[config.mk]
export PLATFORM = sky130hd
export DESIGN_NAME = matrix_fetch_issue
export DESIGN_NICKNAME = d
export VERILOG_FILES = /design/src/rtl/matrix_fetch_issue.sv
export SDC_FILE = /design/constraint.sdc
export NUM_CORES = 1
export LEC_CHECK = 0
export ABC_AREA = 0
export CAP_MARGIN = 40
export CORE_AREA = 2 2 183 185
export CTS_CLUSTER_DIAMETER = 40
export CTS_CLUSTER_SIZE = 20
export DETAILED_ROUTE_END_ITERATION = 10
export DIE_AREA = 0 0 185 187
export DONT_BUFFER_PORTS = 1
export PLACE_DENSITY_LB_ADDON = 0.25
export SETUP_SLACK_MARGIN = 0.3
export SLEW_MARGIN = 20
export SYNTH_ARGS = -nofsm -noshare
export SYNTH_HDL_FRONTEND = slang
export SYNTH_SLANG_ARGS = --single-unit
export TNS_END_PERCENT = 1
[constraint.sdc]
create_clock -name clk -period 4 [get_ports clk]
set_input_delay 0.4 -clock clk [delete_from_list [all_inputs] [get_ports clk]]
set_output_delay 0.4 -clock clk [all_outputs]
set_load 0.01 [all_outputs]
[src/rtl/matrix_fetch_issue.sv]
// rtl/matrix_fetch_issue.sv - fetches 5x5 int8 operands from byte RAM, packs them for the ALU and issues the opcode
module matrix_fetch_issue #(
  parameter int ADDR_W  = 9,
  parameter int RD_LAT  = 2,
  parameter int TIMEOUT = 64
) (
  input  logic              clk,
  input  logic              reset,
  input  logic              start,
  input  logic [3:0]        opcode_in,
  input  logic [7:0]        escalar_in,
  input  logic [ADDR_W-1:0] base_a,
  input  logic [ADDR_W-1:0] base_b,
  output logic              mem_rd_en,
  output logic [ADDR_W-1:0] mem_addr,
  input  logic [7:0]        mem_rdata,
  output logic [199:0]      matrizA,
  output logic [199:0]      matrizB,
  output logic [3:0]        alu_opcode,
  output logic [7:0]        alu_escalar,
  input  logic              alu_done,
  output logic              busy,
  output logic              result_valid,
  output logic              error
);

  localparam logic [2:0] S_IDLE  = 3'd0;
  localparam logic [2:0] S_READ  = 3'd1;
  localparam logic [2:0] S_DRAIN = 3'd2;
  localparam logic [2:0] S_EXEC  = 3'd3;
  localparam logic [2:0] S_DONE  = 3'd4;
  localparam int EW = $clog2(TIMEOUT + 1);

  logic [2:0]        state;
  logic [3:0]        op_r;
  logic              binary_r;
  logic [ADDR_W-1:0] base_a_r;
  logic [ADDR_W-1:0] base_b_r;
  logic              sel;
  logic [4:0]        k;
  logic [2:0]        drain_cnt;
  logic [EW-1:0]     exec_cnt;
  logic              error_r;

  // Read tag pipeline: valid, matrix select and element index travel with each read
  logic [RD_LAT-1:0]      pv;
  logic [RD_LAT-1:0]      ps;
  logic [RD_LAT-1:0][4:0] pk;

  logic legal;
  logic is_binary;
  logic accept;

  assign legal     = (opcode_in >= 4'd3) && (opcode_in <= 4'd12);
  assign is_binary = (opcode_in == 4'd3) || (opcode_in == 4'd4) || (opcode_in == 4'd5);
  assign accept    = (state == S_IDLE) && start && legal;

  assign mem_rd_en    = (state == S_READ);
  assign mem_addr     = mem_rd_en ? ((sel ? base_b_r : base_a_r) + ADDR_W'(k)) : '0;
  assign alu_opcode   = (state == S_EXEC) ? op_r : 4'd0;
  assign busy         = (state != S_IDLE);
  assign result_valid = (state == S_DONE);
  assign error        = error_r;

  always_ff @(posedge clk) begin
    if (reset) begin
      state       <= S_IDLE;
      op_r        <= '0;
      alu_escalar <= '0;
      binary_r    <= 1'b0;
      base_a_r    <= '0;
      base_b_r    <= '0;
      sel         <= 1'b0;
      k           <= '0;
      drain_cnt   <= '0;
      exec_cnt    <= '0;
      error_r     <= 1'b0;
    end else begin
      error_r <= 1'b0;
      case (state)
        S_IDLE: begin
          if (start) begin
            if (legal) begin
              op_r        <= opcode_in;
              alu_escalar <= escalar_in;
              binary_r    <= is_binary;
              base_a_r    <= base_a;
              base_b_r    <= base_b;
              sel         <= 1'b0;
              k           <= '0;
              state       <= S_READ;
            end else begin
              error_r <= 1'b1;
            end
          end
        end
        S_READ: begin
          if (k == 5'd24) begin
            k <= '0;
            if (!sel && binary_r) begin
              sel <= 1'b1;
            end else begin
              drain_cnt <= '0;
              state     <= S_DRAIN;
            end
          end else begin
            k <= k + 5'd1;
          end
        end
        S_DRAIN: begin
          // Last drain cycle is the one in which the final tag is captured
          if (drain_cnt == 3'(RD_LAT - 1)) begin
            exec_cnt <= '0;
            state    <= S_EXEC;
          end else begin
            drain_cnt <= drain_cnt + 3'd1;
          end
        end
        S_EXEC: begin
          // alu_done may still reflect the previous operation in the first EXEC cycle
          if ((exec_cnt != '0) && alu_done) begin
            state <= S_DONE;
          end else if (exec_cnt == EW'(TIMEOUT - 1)) begin
            error_r <= 1'b1;
            state   <= S_IDLE;
          end else begin
            exec_cnt <= exec_cnt + 1'b1;
          end
        end
        S_DONE: begin
          state <= S_IDLE;
        end
        default: begin
          state <= S_IDLE;
        end
      endcase
    end
  end

  always_ff @(posedge clk) begin
    if (reset) begin
      pv      <= '0;
      ps      <= '0;
      pk      <= '0;
      matrizA <= '0;
      matrizB <= '0;
    end else begin
      pv[0] <= mem_rd_en;
      ps[0] <= sel;
      pk[0] <= k;
      for (int i = 1; i < RD_LAT; i++) begin
        pv[i] <= pv[i-1];
        ps[i] <= ps[i-1];
        pk[i] <= pk[i-1];
      end
      if (accept) begin
        matrizA <= '0;
        matrizB <= '0;
      end
      if (pv[RD_LAT-1]) begin
        if (ps[RD_LAT-1]) begin
          matrizB[{pk[RD_LAT-1], 3'b000} +: 8] <= mem_rdata;
        end else begin
          matrizA[{pk[RD_LAT-1], 3'b000} +: 8] <= mem_rdata;
        end
      end
    end
  end

endmodule

==> impl.org, run 1 <==
** Timing
- The tightest hold path in the finished design has a slack of 0.0213 ns.
- Static timing analysis puts the maximum clock frequency at 0.291 GHz.
- The routed design could run at a clock period as short as 3.44 ns.
- The number of slew-limit violations in the final report is 0.
- Final total negative setup slack :: 0 ns
- Final Hold Vio Count :: 0
- Of the available clock period, the critical path in the final layout requires 86.0%.
- Setup repair after global routing left no endpoint under its margin.
- In this run the tightest slew margin relative to its limit is 19.4%.
- Worst setup skew after layout :: 0.0219 ns
- Final count of negative-setup-slack endpoints :: 0
- For the pin with the worst max-slew slack, the measured transition is 1.21 ns.

** GRT
- The first global-routing pass estimated 95100 microns of wire.
- Final global-route overflow total :: 0
- Number of global-route vias before repair :: 15200
- The initial antenna violation count is 0.
- Pin count of the biggest net entering global routing :: 216
- Global routing used 35.7% of the available tracks.

** CTS
- H-tree depth :: 2
- Root cell of the clock tree :: clkbuf_16
- For this design, the sink count on the clock tree is 465.
- TritonCTS Buffers :: 52
- Clock latency on the worst-skew pair, taken at its later pin, is 0.59 ns.
- TritonCTS built the clock tree.
- The clock passes through at most 3 buffers.
- Clock-pin slew reported for the worst setup and hold paths after clock tree synthesis :: 0.06 ns

** Detailed routing
- Iteration count of the initial detailed-routing pass :: 6
- In the final routed layout, each cell accounts on average for 25.4 microns.
- Via count of the routed design :: 16300
- The detail route stage leaves a number of antenna-violating nets equal to 0.
- Post-DR vias/cell :: 6.45
- The final layout contains routed wiring with a total length of 64300 microns.
- The first routing iteration left 1596 violations.
- After detailed routing, the number of remaining DRC violations is 0.

** Worst setup path
- Data on the critical path is required at its endpoint by 3.60 ns.
- STA classifies the critical path endpoint as an output port.
- Counting buffers and inverters, the worst setup path is 8 cells deep.
- The slowest stage of the critical path belongs to the cell dfxtp_2.
- Depth of the most critical reg-to-reg path :: 9
- In this design, the stage delay of the slowest critical-path cell is 0.51 ns.
- Worst path arrival time :: 3.04 ns
- The worst setup path is launched from a register.
- The setup path with the least slack is of type reg -> out.
- Counting both buffers and inverters, the worst setup path holds a total of 1.
- The critical path goes through mux2_2, ha_1, inv_1, fa_1, nor2b_1, o21a_1, o21ai_0, nor3b_1.
- Crit-path leading delay family :: simple AND/OR/NAND/NOR gates
- In this run the worst path has a maximum fanout of 14.

** Cells and area
- Net count, final :: 2098
- From synthesis to final layout, the design area changed by 15.3%.
- In the final layout, the share of cells above drive strength 1 is 10.1%.
- Non-filler instance count after layout :: 2530
- Antenna Cells :: 0
- Fillers :: 2694
- Leaving out fill and tap cells, the most frequent cell in the layout is dfxtp_1.
- After routing the design area is 21400 sq um.
- Leading cell types in the layout, fill and taps excluded :: dfxtp_1 (464), a21oi_1 (228), nand2_1 (224)
- Final core utilization :: 65.0%

** Placed design
- The placed instances occupy a cell area of 18600 sq um.
- Final GP Congestion :: 0.869
- Summed over all nets, the half-perimeter wirelength after detailed placement is 40100 microns.
- Quantity of I/O buffers inserted on ports :: 0
- Including well taps, the total number of placed cells is 2349.

** Yosys
- Number of distinct library cells after synthesis :: 67
- Number of flops mapped to enable cells by yosys :: 0
- During synthesis, Yosys emitted a total of 0 warnings.
- In this run, synthesis produced a sequential element count of 465.
- Post-Synthesis Net Count :: 2103
- In this run the mean area of a mapped cell was 9.06 sq um.
- Share of flip-flops with an asynchronous set or reset after synthesis :: 0%
- Synthesis produced a netlist whose cell count is 2045.
- Primary FF master, synth :: dfxtp_1
- For this run, the register share of the synthesized area comes to 50.2%.
- Post-synth design cell area :: 18500 sq um

** Min path
- The tightest min-delay check is of the in -> reg type.
- Worst Hold Depth :: 2

** Floorplanning
- Initial cell density of the core :: 56.4%
- Area inside the core boundary :: 32900 sq um
- I/O pin cnt :: 467
- Die extent in x :: 185 microns
- The floorplan step defined a die boundary enclosing 34600 sq um.
- The floorplan step set the die height to 187 microns.
- The floorplan has 67 rows.

** Power
- Power density over the cells :: 513 nW/um^2
- Static leakage power :: 7.49 nW
- Max VDD drop :: 418 uV

** Status
- Result of the run :: completed

** Run
- Max Cap Viol :: 0
## per-layer routing
metal,part of all wire [%],global-route usage (%),up-vias
li1,-,-,7350
met1,37,42.9,7816
met2,46,56.1,951
met3,12,12.2,195
met4,5.4,19.7,0
met5,0,0,-
## Yosys cell counts, types with 4 or more instances
cell type	instances	share of area [%]
dfxtp_1	465	50
a21oi_1	228	6.2
nand2_1	224	4.5
nand3_1	154	4.2
nor2_1	113	2.3
clkbuf_1	109	2.2
o211ai_1	99	4.0
a22o_1	90	4.3
nand3b_1	69	2.8
a22oi_1	51	2.1
buf_2	49	1.3
o21ai_0	48	1.3
nor2b_1	31	1.0
mux2i_1	25	1.4
nand2b_1	20	0.68
and3_1	19	0.64
inv_1	18	0.36
nor3_1	17	0.46
a32oi_1	16	0.76
ha_1	15	1.0
and2_1	14	0.47
nor3_2	14	0.76
buf_1	13	0.26
a31oi_1	12	0.41
mux2_2	10	0.61
or3_1	10	0.34
nand4_1	9	0.30
a21oi_2	8	0.38
a32o_1	8	0.43
buf_4	8	0.32
nor2_2	8	0.27
xnor2_1	8	0.38
o21a_1	6	0.24
or2_2	6	0.20
nor3b_4	4	0.41
## final timing paths
| check | from | endpoint | slack [ns] |
|---|---|---|---|
| min | mem_rdata[4] | matrizB[92]$_SDFF_PP0_ | 0.02 |
| max reg2reg | pk[5]$_SDFF_PP0_ | matrizB[2]$_SDFF_PP0_ | 0.67 |
| max | sel$_SDFFE_PP0P_ | mem_addr[4] | 0.56 |
| min reg2reg | pk[2]$_SDFF_PP0_ | pk[7]$_SDFF_PP0_ | 0.45 |
## area by class of cell
cell class	instances	area, sq um	share of cell area (%)
Sequential cell	465	9310	43.6
Multi-Input combinational cell	1382	8410	39.4
Clock buffer	55	1340	6.29
Timing Repair Buffer	121	1200	5.63
Tap cell	448	561	2.62
Clock inverter	41	470	2.20
Inverter	18	67.6	0.316
## power by group
group	internal [W]	switching [W]	leakage [nW]
clock	0.00276	0.00217	0.877
combinational	0.000338	0.000896	2.87
sequential	0.00470	0.0000905	3.75
total	0.00780	0.00316	7.49
## kinds of logic (layout without fill, tap and decap cells)
logic type / Yosys count / after routing / synth area share, %
compound gates: 586 / 586 / 21.0
xor+xnor: 9 / 9 / 0.425
simple gates: 736 / 736 / 20.7
mux: 35 / 35 / 1.96
flops: 465 / 465 / 50.2
buf+inv: 198 / 235 / 4.51
fa+ha+maj: 16 / 16 / 1.12
## repair_timing
| item | in CTS | in global routing |
|---|---|---|
| setup buffers | 0 | 0 |
| hold buffers | 75 | 0 |
| gates resized for setup | 0 | 1 |
| hold endpoints to repair | 234 | 0 |
| endpoints found under the setup margin | 0 | 3 |
## state kept, by name, summed over array words and instances (netlist names), 3 cells and up
| name | count |
|---|---|
| matrizB | 200 |
| base_b_r | 9 |
| pk | 10 |
| op_r | 4 |
| drain_cnt | 3 |
| k | 5 |
| alu_escalar | 8 |
| base_a_r | 9 |
| state | 3 |
| exec_cnt | 7 |
| matrizA | 200 |
## worst reg2reg max path: cells and delay by family (launching register included)
kind / cells / cell delay, ns
DFF: 1 / 0.30
adders and majority gates: 1 / 0.44
and+or+nand+nor: 4 / 1.47
buffers and inverters: 3 / 0.91
AOI/OAI and AO/OA: 1 / 0.15
## through the flow
| stage | total power [W] | setup slack (ns) |
|---|---|---|
| after floorplan | 0.00572 | 1.26 |
| after global placement | 0.00590 | 1.09 |
| after detailed placement | 0.00593 | 0.963 |
| after CTS | 0.0110 | 0.387 |
| after global routing | 0.0113 | 0.414 |
| final | 0.0110 | 0.561 |
Note: power is estimated with default switching activity, not from simulation.
==> inputs of run 2 (changes only) <==
CORE_AREA = not set   (was 2 2 183 185)
CORE_ASPECT_RATIO = 1.75   (was not set)
CORE_UTILIZATION = 57   (was not set)
DIE_AREA = not set   (was 0 0 185 187)
clock period = 3.1 ns   (was 4 ns; I/O delays follow)
==> run 2 against run 1 <==
  * The run now ends with design-rule violations, negative hold slack left
  * Core utilization up 0.27 points
  * Final cell count down 2.3%
  * Via count up 0.40%
  * Register-to-register slack worse by 0.47 ns
  * Hold slack worse by 0.032 ns
  * Non-clock buffer count up 19
  * Sequential cell count unchanged
  * Sequential share of layout area up 0.85 points
  * Clock-buffer cell count down 13
  * Critical endpoint is now mem_addr[7]
  * Largest power group is now sequential cells
  * Highest routed layer unchanged
==> impl.org, run 2 (synthesis results as in run 1) <==
** Detailed routing
- The sum of routed wire length over all layers is 66600 microns (was 64300 microns).
- Number of DRC markers after the initial detailed-route iteration :: 1409 (was 1596)
- The count of nets left with antenna violations after detail routing came to 0 (unchanged).
- The total iterations of the first detailed-routing run came to 9 (was 6).
- Post-DR vias/cell :: 6.62 (was 6.45)
- Via count of the routed design :: 16400 (was 16300)
- The number of design rule violations left after detail routing was 62 (was 0).
- Final routed wire length divided by cell count :: 26.9 microns (was 25.4 microns)

** Floorplanning
- The number of top-level design ports came to 467 (unchanged).
- The overall die area came to 33300 sq um (was 34600 sq um).
- Chip Height :: 241 microns (was 187 microns)
- The core outline area was 32100 sq um (was 32900 sq um).
- Initial cell density of the core :: 57.7% (was 56.4%)
- Die extent in x :: 138 microns (was 185 microns)
- Std-Cell Rows :: 87 (was 67)

** CTS
- Latest clock arrival within the worst-skew pair :: 0.54 ns (was 0.59 ns)
- Clock buffer depth :: 3 (unchanged)
- The TritonCTS clock tree is yes (unchanged).
- H-tree depth :: 2 (unchanged)
- The number of buffers created by CTS was 37 (was 52).
- The CTS clock-pin slew for the worst setup and hold paths is 0.07 ns (was 0.06 ns).
- Root cell of the clock tree :: clkbuf_16 (unchanged)
- The total number of clock tree sinks is 465 (unchanged).

** Min path
- The class of the tightest hold or removal check is in -> reg (unchanged).
- The hold-critical path endpoint was matrizA[48]$_SDFF_PP0_ (was matrizB[92]$_SDFF_PP0_).
- Hold Startpoint :: reset (was mem_rdata[4])
- The hold path depth came to 1 (was 2).

** Cells and area
- Non-Filler Cell Area, Final :: 21000 sq um (was 21400 sq um)
- The number of filler instances in the final layout came to 2576 (was 2694).
- Registers with the highest flip-flop counts: matrizA (200), matrizB (200), pk (10) (unchanged).
- The final net count came to 2102 (was 2098).
- The area of the multi-input gates was 8510 sq um (was 8410 sq um).
- The area growth from synthesis to layout was 13.1% (was 15.3%).
- Leading cell types in the layout, fill and taps excluded: dfxtp_1 (463), nand2_1 (224), a21oi_1 (224) (was dfxtp_1 (464), a21oi_1 (228), nand2_1 (224)).
- Most common library cell in the layout ignoring fill and taps :: dfxtp_1 (unchanged)
- The ratio of cells with drive above 1 in the final layout is 10.5% (was 10.1%).
- Sequential cell area :: 9310 sq um (about the same)

** Timing
- The final sum of negative setup slack is 0 ns (unchanged).
- Share of the cycle needed by the critical path after routing :: 94.2%
- The worst-case clock skew came to 0.0167 ns (was 0.0219 ns).
- The hold slack is -0.0103 ns (was 0.0213 ns).
- The setup slack after layout is 0.180 ns (was 0.561 ns).
- Setup repair after global routing missed its margin: true (was false).
- Final Critical Period :: 2.92 ns
- The number of failing setup endpoints in the final timing report is 0 (unchanged).
- For this run, the top clock speed supported by timing is 0.342 GHz.
- Max-slew violation count :: 0 (unchanged)
- Tightest Pin Transition :: 0.979 ns (was 1.21 ns)
- The final hold violation count was 12 (was 0).
- Remaining max-slew budget at the tightest pin :: 34.5% (was 19.4%)

** Power
- The portion of total power attributed to sequential cells is 48.1% (was 43.7%).
- NetSw :: 0.00370 W (was 0.00316 W)
- Post-layout power :: 0.0128 W (was 0.0110 W)
- The power density normalized to cell area came to 613 nW/um^2 (was 513 nW/um^2).
- The clock network fraction of design power is 38.9% (was 45.0%).
- The switching part of the total power was 28.8% (about the same).
- The internal power component was 0.00914 W (was 0.00780 W).
- Static leakage power :: 7.36 nW (was 7.49 nW)
- Max VDD drop :: 473 uV (was 418 uV)
- Relative contribution of combinational cells to total power :: 13.0% (was 11.3%)

** GRT
- Final global-route overflow total :: 0 (unchanged)
- First-pass GRT wire length :: 94400 microns (was 95100 microns)
- Overall routing resource usage :: 37.2% (was 35.7%)
- Pin count of the biggest net entering global routing :: 330 (was 216)
- Number of global-route vias before repair :: 15300 (was 15200)
- Antenna violations before repair :: 1 (was 0)

** Status
- Failing checks :: design-rule violations, negative hold slack
- Result of the run :: complete, but fails checks (was completed)

** Worst setup path
- Setup slack of the most critical reg-to-reg path :: 0.20 ns (was 0.67 ns)
- Worst path arrival time :: 2.61 ns (was 3.04 ns)
- The critical path endpoint category is an output port (unchanged).
- Critical path startpoint category :: register (unchanged)
- The depth of the most critical reg-to-reg path came to 6 (was 9).
- Type of the worst setup path :: reg -> out (unchanged)
- The capture instance of the worst register-to-register path was alu_escalar[2]$_SDFFE_PP0P_ (was matrizB[2]$_SDFF_PP0_).
- Data required time of the critical path :: 2.79 ns (was 3.60 ns)
- Biggest fanout along the worst timing path :: 6 (was 14)
- Startpoint of the most critical register-to-register path :: state[0]$_SDFFE_PP0P_ (was pk[5]$_SDFF_PP0_)

** Placed design
- Quantity of I/O buffers inserted on ports :: 0 (unchanged)
- The worst slack at placement came to 0.287 ns (was 0.963 ns).
- Post-detailed-placement half-perimeter wirelength :: 42500 microns (was 40100 microns)
- Final GP Congestion :: 0.906 (was 0.869)
- Area after DPL :: 18800 sq um (was 18600 sq um)

** Run
- The max-cap violation count is 0 (unchanged).
==> run 2: changes by cell type in the layout (fill, tap and decap cells not counted), sizes merged <==
cell	previous run	this run
inv	37	28
clkinv	14	6
clkinvlp	5	2
clkbuf	59	45
dlygate4sd3	73	66
buf	44	71
diode	0	5
==> run 2: worst max-delay path, cell delays in order, from the launching register on <==
cell     delay, ns
dfxtp_4       0.42
buf_6         0.14
buf_4         0.10
mux2_2        0.33
ha_1          0.36
o21ai_0       0.14
or3_4         0.39
a21oi_4       0.18
==> run 2: final cells by class <==
| cell class | count | share of cell area [%] |
|---|---|---|
| Multi-Input combinational cell | 1382 | 40.6 |
| Inverter | 18 | 0.322 |
| Antenna cell | 5 | 0.0597 |
| Clock inverter | 21 | 1.38 |
| Timing Repair Buffer | 140 | 6.23 |
| Tap cell | 400 | 2.39 |
| Clock buffer | 42 | 4.60 |
| Sequential cell | 465 | 44.4 |
==> run 2: how the worst max path moves through the flow <==
stage | from | to | cells after the start
floorplan | sel$_SDFFE_PP0P_ | mem_addr[8] | 10
global placement | sel$_SDFFE_PP0P_ | mem_addr[4] | 7
detailed placement | pk[6]$_SDFF_PP0_ | matrizA[165]$_SDFF_PP0_ | 8
CTS | sel$_SDFFE_PP0P_ | mem_addr[8] | 9
global route | pk[6]$_SDFF_PP0_ | matrizB[7]$_SDFF_PP0_ | 7
finish | sel$_SDFFE_PP0P_ | mem_addr[7] | 7
==> run 2: stage by stage <==
stage          util [%]  cells
2_1_floorplan         -   2045
3_3_place_gp       58.4   2324
3_5_place_dp       58.5   2327
4_1_cts            64.6   2450
5_1_grt            65.3   2473
6_report           65.3   2473
==> run 2: repair_timing <==
item | in CTS | in global routing
gates resized for setup | 25 | 0
hold buffers | 56 | 14
pin swaps | 8 | 0
hold endpoints to repair | 319 | 69
setup endpoints to repair | 13 | 271
setup buffers | 4 | 1
==> run 2: power by group through the flow <==
stage          Combinational, W  Sequential (W)  Clock [W]
2_1_floorplan           0.00112         0.00626          0
3_3_place_gp            0.00135         0.00631          0
3_5_place_dp            0.00138         0.00631          0
4_1_cts                 0.00153         0.00618    0.00503
5_1_grt                 0.00177         0.00619    0.00524
6_report                0.00166         0.00618    0.00500
==> run 2: per-layer routing <==
metal / routed length [microns] / global-route usage (%)
met1: 21900 / 37.9
met2: 33000 / 64.4
met4: 5440 / 29.2
met3: 6250 / 10.5
met5: 0 / 0
==> inputs of run 3 (changes only) <==
CAP_MARGIN = 15   (was 40)
SETUP_SLACK_MARGIN = 0.1   (was 0.3)
==> run 3 against run 2 <==
  * The flow still finishes with violations (design-rule violations, negative hold slack)
  * Power up 0.47%
  * Sequential share of layout area up 0.23 points
  * Fmax down 2.1%
  * Critical endpoint unchanged
==> impl.org, run 3 (synthesis results as in run 1) <==
** Status
- Result of the run :: complete, but fails checks (unchanged)
- Failing checks :: design-rule violations, negative hold slack (unchanged)

** Worst setup path
- The worst reg-to-reg setup slack is 0.14 ns (was 0.20 ns).
- Critical path startpoint category :: register (unchanged)
- Data required time of the critical path :: 2.79 ns (about the same)
- Worst path arrival time :: 2.67 ns (was 2.61 ns)
- The capture instance of the worst register-to-register path is matrizB[28]$_SDFF_PP0_ (was alu_escalar[2]$_SDFFE_PP0P_).
- The critical path class is reg -> out (unchanged).
- Type of destination of the critical path :: output port (unchanged)
- Critical Path Start :: sel$_SDFFE_PP0P_ (unchanged)
- Startpoint of the most critical register-to-register path :: pk[6]$_SDFF_PP0_ (was state[0]$_SDFFE_PP0P_)
- The depth of the most critical reg-to-reg path came to 9 (was 6).
- Biggest fanout along the worst timing path :: 9 (was 6)

** Detailed routing
- Via count of the routed design :: 16200 (was 16400)
- The number of design rule violations left after detail routing came to 62 (unchanged).
- The sum of routed wire length over all layers was 65400 microns (was 66600 microns).
- Remaining number of nets flagged by the antenna check after routing :: 0 (unchanged)
- The wire length per cell after detailed routing came to 26.6 microns (was 26.9 microns).
- The total iterations of the first detailed-routing run came to 10 (was 9).
- Post-DR vias/cell :: 6.60 (was 6.62)
- The initial detailed-routing violation count is 1331 (was 1409).

** Cells and area
- Area grow syn2layout :: 12.5% (was 13.1%)
- Leading cell types in the layout, fill and taps excluded: dfxtp_1 (463), a21oi_1 (225), nand2_1 (224) (was dfxtp_1 (463), nand2_1 (224), a21oi_1 (224)).
- Final core utilization :: 64.9% (was 65.3%)
- Registers with the highest flip-flop counts: matrizA (200), matrizB (200), pk (10) (unchanged).
- Fillers :: 2636 (was 2576)
- Share of final-layout standard cells stronger than drive strength 1 :: 9.82% (was 10.5%)
- The most common cell after layout, fill and taps aside is dfxtp_1 (unchanged).
- Net count, final :: 2093 (was 2102)
- Antenna Cells :: 0 (was 5)

** Placed design
- Quantity of I/O buffers inserted on ports :: 0 (unchanged)
- Final GP Congestion :: 0.906 (unchanged)
- The placed wire-length estimate after detailed placement is 42300 microns (was 42500 microns).

** Timing
- The number of failing setup endpoints in the final timing report was 0 (unchanged).
- Final total negative setup slack :: 0 ns (unchanged)
- The ratio of final minimum period to clock period came to 96.2% (was 94.2%).
- The transition time of the tightest slew-check pin is 1.05 ns (was 0.979 ns).
- Remaining max-slew budget at the tightest pin :: 30.0% (was 34.5%)
- Max Clock Freq :: 0.335 GHz (was 0.342 GHz)
- Setup repair after global routing missed its margin: true (unchanged).
- Worst setup skew after layout :: 0.0130 ns (was 0.0167 ns)
- The minimum clock period after layout was 2.98 ns (was 2.92 ns).
- Final Hold Vio Count :: 5 (was 12)
- Worst slack on hold paths :: -0.0115 ns (was -0.0103 ns)
- The number of slew-limit violations in the final report was 0 (unchanged).

** Run
- The max-cap violation count is 0 (unchanged).

** Power
- The power density normalized to cell area was 619 nW/um^2 (was 613 nW/um^2).
- Clock network fraction of total power :: 38.8% (was 38.9%)
- The maximum ir drop on the vdd rail was 547 uV (was 473 uV).
- Sequential fraction of design power :: 47.9% (was 48.1%)
- Internal Power :: 0.00921 W (was 0.00914 W)
- The switching power was 0.00369 W (was 0.00370 W).
- Relative contribution of combinational cells to total power :: 13.3% (was 13.0%)
- Net switching share of the total power :: 28.6% (was 28.8%)
- The static leakage power is 7.33 nW (was 7.36 nW).

** Min path
- Hold Startpoint :: reset (unchanged)
- Hold Crit Endpoint :: matrizA[160]$_SDFF_PP0_ (was matrizA[48]$_SDFF_PP0_)
- Worst Hold Depth :: 2 (was 1)
- Class of the tightest hold or removal check :: in -> reg (unchanged)

** GRT
- The initial antenna violation count came to 0 (was 1).
- Final global-route overflow total :: 0 (unchanged)
- Pin count of the biggest net entering global routing :: 330 (unchanged)
- First-pass GRT wire length :: 94300 microns (was 94400 microns)
- Number of global-route vias before repair :: 15300 (about the same)
- Overall routing resource usage :: 37.2% (about the same)

** CTS
- The buffer levels on the longest clock path was 3 (unchanged).
- The root buffer selected by CTS is clkbuf_16 (unchanged).
- Clock tree from TritonCTS :: yes (unchanged)
- The CTS clock-pin slew for the worst setup and hold paths is 0.08 ns (was 0.07 ns).
- Latest clock arrival within the worst-skew pair :: 0.55 ns (was 0.54 ns)
- TritonCTS Buffers :: 36 (was 37)
- Count of clock tree sinks :: 465 (unchanged)
- H-tree depth :: 2 (unchanged)

** Floorplanning
- Chip Height :: 241 microns (unchanged)
- Initial cell density of the core :: 57.7% (unchanged)
- Die extent in x :: 138 microns (unchanged)
- The number of top-level design ports came to 467 (unchanged).
- The overall die area is 33300 sq um (unchanged).
- The core outline area was 32100 sq um (unchanged).
- Std-Cell Rows :: 87 (unchanged)
-- run 3: changes by cell type in the layout (fill, tap and decap cells not counted), moves of 3 or more --
cell      before  now
inv_6          4    1
clkbuf_4       3    0
diode_2        5    0
buf_4         63   58
buf_16         1    4
buf_12         4    0
-- run 3: cell type report --
| class | count | area, sq um | share of cell area [%] |
|---|---|---|---|
| clock buffer | 41 | 961 | 4.61 |
| tap | 400 | 500 | 2.40 |
| inverter | 18 | 67.6 | 0.324 |
| sequential | 465 | 9310 | 44.7 |
| multi-input combinational | 1382 | 8450 | 40.5 |
| clock inverter | 20 | 294 | 1.41 |
| timing repair buffer | 132 | 1260 | 6.05 |
-- run 3: layer usage --
| layer | up-vias | part of all wire, % | global-route usage, % |
|---|---|---|---|
| met5 | - | 0 | 0 |
| met4 | 0 | 7.9 | 27.6 |
| met3 | 227 | 9.4 | 10.2 |
| met2 | 953 | 50 | 65.6 |
| met1 | 7718 | 33 | 37.8 |
| li1 | 7313 | - | - |
-- run 3: through the flow --
step	area (sq um)	hold WS (ns)	setup slack [ns]	power, W	cells
global route	20900	0.0103	0.0416	0.0133	2458
CTS	20700	-0.141	0.116	0.0128	2454
global placement	18700	0.427	0.316	0.00766	2324
finish	20900	-0.0115	0.119	0.0129	2458
floorplan	18500	0.414	0.454	0.00738	2045
detailed placement	18700	0.424	0.268	0.00769	2324
-- run 3: power by group through the flow --
stage	clock network (W)	registers (W)	logic, W
after floorplan	0	0.00626	0.00112
after global placement	0	0.00631	0.00135
after detailed placement	0	0.00631	0.00138
after CTS	0.00504	0.00617	0.00155
after global routing	0.00524	0.00619	0.00182
final	0.00501	0.00618	0.00171
-- run 3: worst max path at each step --
stage          cells after the start  slack [ns]                       to
4_1_cts                            8        0.12              mem_addr[8]
3_3_place_gp                       7        0.32              mem_addr[4]
2_1_floorplan                     10        0.45              mem_addr[8]
3_5_place_dp                       8        0.27  matrizA[165]$_SDFF_PP0_
5_1_grt                            8        0.04              mem_addr[7]
6_report                           7        0.12              mem_addr[7]
-- run 3: worst max-delay path, stage by stage, from the launching register on --
cell and delay, ns:
dfxtp_4 0.41, buf_6 0.15, mux2_2 0.35, ha_1 0.31
a21oi_1 0.10, o21a_1 0.22, or3_4 0.40, a21oi_4 0.18
-- run 3: timing repair --
item,in CTS,in global routing
pin swaps,3,0
resized for setup,14,1
setup buffers,1,0
setup endpoints to repair,5,21
hold endpoints to repair,321,56
hold buffers,68,3
gates cloned,0,1
